===== config.mk =====
export PLATFORM = sky130hd
export DESIGN_NAME = display_mux_scheduler
export DESIGN_NICKNAME = d
export VERILOG_FILES = /design/src/rtl/display_mux_scheduler.sv
export SDC_FILE = /design/constraint.sdc
export NUM_CORES = 1
export LEC_CHECK = 0
export CAP_MARGIN = 10
export CORE_ASPECT_RATIO = 0.5
export CORE_UTILIZATION = 63
export CTS_BUF_LIST = sky130_fd_sc_hd__clkbuf_8
export DETAILED_ROUTE_END_ITERATION = 8
export PLACE_DENSITY = 0.94
export SLEW_MARGIN = 20
export SYNTH_ARGS = -nofsm -noshare
export SYNTH_HDL_FRONTEND = slang
export SYNTH_SLANG_ARGS = --single-unit

===== constraint.sdc =====
create_clock -name clk -period 3.8 [get_ports clk]
set_input_delay 0.38 -clock clk [delete_from_list [all_inputs] [get_ports clk]]
set_output_delay 0.38 -clock clk [all_outputs]
set_load 0.02 [all_outputs]

===== src/rtl/display_mux_scheduler.sv =====
// rtl/display_mux_scheduler.sv - dual seven-segment scan sequencer with blanking and frame-atomic digit updates
module display_mux_scheduler #(
    parameter int DWELL_CYCLES = 24000,
    parameter int BLANK_CYCLES = 240
) (
    input  logic       clk,
    input  logic       reset,
    input  logic       upd_valid,
    input  logic [7:0] upd_digits,
    output logic       upd_ready,
    output logic       enable,
    output logic       blank,
    output logic [3:0] hex,
    output logic       frame_done
);

    localparam int MAX_LEN = (DWELL_CYCLES > BLANK_CYCLES) ? DWELL_CYCLES : BLANK_CYCLES;
    localparam int CW      = $clog2(MAX_LEN + 1);
    localparam int BLANK_M1 = (BLANK_CYCLES > 0) ? BLANK_CYCLES - 1 : 0;
    localparam logic [CW-1:0] DWELL_LOAD = CW'(DWELL_CYCLES - 1);
    localparam logic [CW-1:0] BLANK_LOAD = CW'(BLANK_M1);
    localparam bit HAS_BLANK = (BLANK_CYCLES > 0);

    typedef enum logic [1:0] {
        SHOW0  = 2'd0,
        BLANK0 = 2'd1,
        SHOW1  = 2'd2,
        BLANK1 = 2'd3
    } state_t;

    // The frame ends on the last cycle of the final state of the scan sequence.
    localparam state_t LAST_STATE = HAS_BLANK ? BLANK1 : SHOW1;

    state_t        state, state_nxt;
    logic [CW-1:0] cnt, cnt_nxt;
    logic [7:0]    active, active_nxt;
    logic [7:0]    pending, pending_nxt;
    logic          pend_flag, pend_flag_nxt;
    logic          boundary;
    logic          accept;
    logic          enable_nxt;
    logic          blank_nxt;
    logic [3:0]    hex_nxt;
    logic          frame_done_nxt;

    always_ff @(posedge clk or negedge reset) begin
        if (!reset) begin
            state      <= SHOW0;
            cnt        <= DWELL_LOAD;
            active     <= 8'h00;
            pending    <= 8'h00;
            pend_flag  <= 1'b0;
            enable     <= 1'b0;
            blank      <= 1'b0;
            hex        <= 4'h0;
            frame_done <= 1'b0;
            upd_ready  <= 1'b1;
        end else begin
            state      <= state_nxt;
            cnt        <= cnt_nxt;
            active     <= active_nxt;
            pending    <= pending_nxt;
            pend_flag  <= pend_flag_nxt;
            enable     <= enable_nxt;
            blank      <= blank_nxt;
            hex        <= hex_nxt;
            frame_done <= frame_done_nxt;
            upd_ready  <= ~pend_flag_nxt;
        end
    end

    always_comb begin
        state_nxt = state;
        cnt_nxt   = cnt;
        if (cnt == '0) begin
            case (state)
                SHOW0: begin
                    if (HAS_BLANK) begin
                        state_nxt = BLANK0;
                        cnt_nxt   = BLANK_LOAD;
                    end else begin
                        state_nxt = SHOW1;
                        cnt_nxt   = DWELL_LOAD;
                    end
                end
                BLANK0: begin
                    state_nxt = SHOW1;
                    cnt_nxt   = DWELL_LOAD;
                end
                SHOW1: begin
                    if (HAS_BLANK) begin
                        state_nxt = BLANK1;
                        cnt_nxt   = BLANK_LOAD;
                    end else begin
                        state_nxt = SHOW0;
                        cnt_nxt   = DWELL_LOAD;
                    end
                end
                default: begin
                    state_nxt = SHOW0;
                    cnt_nxt   = DWELL_LOAD;
                end
            endcase
        end else begin
            cnt_nxt = cnt - 1'b1;
        end
    end

    // Commit needs a held update and accept needs none, so both never fire together;
    // an accept on the boundary cycle therefore waits a full frame.
    always_comb begin
        boundary      = (cnt == '0) && (state == LAST_STATE);
        accept        = upd_valid && !pend_flag;
        active_nxt    = active;
        pending_nxt   = pending;
        pend_flag_nxt = pend_flag;
        if (boundary && pend_flag) begin
            active_nxt    = pending;
            pend_flag_nxt = 1'b0;
        end else if (accept) begin
            pending_nxt   = upd_digits;
            pend_flag_nxt = 1'b1;
        end
    end

    always_comb begin
        enable_nxt     = (state_nxt == SHOW1) || (state_nxt == BLANK1);
        blank_nxt      = (state_nxt == BLANK0) || (state_nxt == BLANK1);
        hex_nxt        = enable_nxt ? active_nxt[7:4] : active_nxt[3:0];
        frame_done_nxt = (cnt_nxt == '0) && (state_nxt == LAST_STATE);
    end

endmodule


==> results.yml <==
sta:
  fmax_ghz: 0.417
  period_needed_ns: 2.40
  clock_skew_ns: 0.00694
  worst_pin_slew_ns: 0.863
  rsz0062_at_grt: "false"
  finalHoldViolCount: 0
  setup_tns_ns: 0
  slew_headroom: 0.424
  setup_violations: 0
  slew_violations: 0
  fin_crit_sh: 0.632
route:
  via_per_inst: 6.10
  remaining_drc_errors: 0
  wl_mm: 3.82
  drtAntennaViolNets: 0
  first_iter_violations: 78
  firstDrtPassIters: 4
  wire_per_inst_um: 17.2
  num_vias: 1354
grt:
  grt_pass1_wl_mm: 6.56
  grt_overflow: 0
  grt_start_max_net_pins: 42
  antenna_found_initial: 0
  grt_pass1_vias: 1365
  track_usage: 0.265
min_path:
  hold_path.class: "in2async"
placement:
  place_congestion: 0.904
  dp_hpwl_mm: 2.58
  port-buffer-count: 18
  post_dp_cell_area_mm2: 0.00220
synth:
  synthTopCellsByArea: "dfrtp_1, dfstp_2, mux2_2"
  synthFlopType: "dfrtp_1"
  synth_area_per_cell_um2: 12.3
  synth_edf_count: 0
  yosysSeqAreaShare: 0.524
  ys_types: 46
  synth_top_area_share: 0.352
  syn-instance-count: 162
  synth_top_cell_by_area: "dfrtp_1"
  synth_seq_cells: 41
  syn_nets: 178
  synthArstFlopShare: 1.00
  syn_area_mm2: 0.00199
  synth_warnings: 0
critical_path:
  crit_fanout: 9
  required_ns: 3.98
  arrival_ns: 2.58
  critPathLaunchType: "flip-flop"
  path_class: "reg2reg"
  endpoint_kind: "flip-flop"
die:
  die_w_um: 81.4
  die_area_mm2: 0.00340
  die_h_um: 41.7
  core_mm2: 0.00278
  ios: 19
  std_cell_rows: 13
  start_util: 0.715
finish:
  post-route-util: 0.819
  seq_area_mm2: 0.00104
  final_area_mm2: 0.00228
  finalNetCount: 200
  syn_to_final_growth_pct: 14.6
  most-common-layout-cells: "dfrtp_1, clkdlybuf4s50_1, nor2_1, dfstp_2"
  fillCellCount: 148
  layout-drive-gt1-share: 0.200
  multiInputGateArea_um2: 915
  diodes: 0
  final_common_cell: "dfrtp_1"
clock_network:
  cts_tree: "done"
  cts_sinks: 41
  clock_tree.buffer_depth: 2
  cts_max_level: 2
  cts_setup_buffers: 0
  cts-root-buf: "clkbuf_8"
  postCtsResizedCells: 0
  clk_pin_slew_ns: 0.08
  insertion_delay_ns: 0.29
  cts_made_buffers: 5
  ctsHoldBuffers: 0
pwr:
  p_total_uw: 752
  cellPowerDensity_mw_per_mm2: 330
  p_leak_uw: 0.00103
  vdd_drop_max_v: 0.000283
flow_run:
  max_cap_violations: 0
outcome:
  outcome: "finished clean"
-- through the flow --
stage,hold WS (ns),setup slack [ns],cells
floorplan,0.0844,1.81,162
CTS,0.228,1.45,222
global route,0.282,1.29,222
detailed placement,0.463,1.62,214
finish,0.196,1.40,222
global placement,0.454,1.69,214
-- cells by family after synthesis --
logic type,synth area share
buf+inv,0.0157
fa+ha+maj,0.0315
compound gates,0.121
mux,0.116
simple gates,0.155
flops,0.524
xor+xnor,0.0352
-- final timing paths --
kind / start / to / depth (start not counted) / slack (ns)
min: reset / pending[0]$_DFFE_PN0P_ / 1 / 0.20
min reg2reg: cnt[0]$_DFF_PN1_ / cnt[0]$_DFF_PN1_ / 1 / 0.48
max reg2reg: cnt[1]$_DFF_PN1_ / hex[1]$_DFF_PN0_ / 7 / 1.40
min in group clk: cnt[0]$_DFF_PN1_ / cnt[0]$_DFF_PN1_ / 1 / 0.48
max in group asynchronous: reset / cnt[6]$_DFF_PN0_ / 1 / 3.06
max: cnt[1]$_DFF_PN1_ / hex[1]$_DFF_PN0_ / 7 / 1.40
-- layer usage --
| metal | routed length, um | up-vias | GRT usage | share of wire |
|---|---|---|---|---|
| met5 | 0 | - | 0 | 0 |
| met2 | 1900 | 29 | 0.442 | 0.50 |
| met4 | 57 | 0 | 0.0857 | 0.015 |
| li1 | - | 636 | - | - |
| met3 | 115 | 9 | 0.0527 | 0.030 |
| met1 | 1740 | 680 | 0.348 | 0.46 |
-- cells in the mapped netlist (2+ instances only) --
| cell | n |
|---|---|
| nand4b_1 | 2 |
| mux2_2 | 9 |
| xor2_1 | 5 |
| nor2b_1 | 2 |
| dfstp_2 | 13 |
| mux2i_1 | 4 |
| nand2_1 | 9 |
| mux2_1 | 8 |
| inv_1 | 5 |
| a21o_1 | 2 |
| dfrtp_1 | 28 |
| ha_1 | 5 |
| or3_1 | 2 |
| nand4_1 | 2 |
| o21a_1 | 2 |
| clkbuf_1 | 2 |
| a22oi_1 | 5 |
| o221a_1 | 4 |
| xnor2_1 | 3 |
| nor3_1 | 7 |
| nand3_1 | 2 |
| nor2_1 | 13 |
| o21ai_0 | 2 |
| a21oi_1 | 4 |
-- where the power goes --
part	switching (uW)	total, uW	internal (uW)	leakage, uW
registers	8.84	457	448	0.000500
logic	11.8	28.5	16.7	0.000483
clock network	143	267	124	0.0000505
total	164	752	588	0.00103
-- flip-flops by register name (all words and copies together), names as in the netlist --
signal / flops
pend_flag: 1
state: 2
upd_ready: 1
active: 8
enable: 1
hex: 4
cnt: 15
pending: 8
frame_done: 1
-- critical path, cell delays in order (launching register included) --
cell	delay, ns
dfstp_2	0.38
inv_1	0.07
ha_1	0.21
nor2b_1	0.38
nand4_4	0.23
nor3_1	0.61
a22oi_1	0.23
o221a_1	0.17
-- cell type report --
class                      instances  area share
clock buffer                       5      0.0302
timing repair buffer              18      0.0769
sequential                        41       0.457
tap                               37      0.0203
clock inverter                     3     0.00549
multi-input combinational        113       0.401
inverter                           5     0.00824
(Power assumes the default switching activity.)
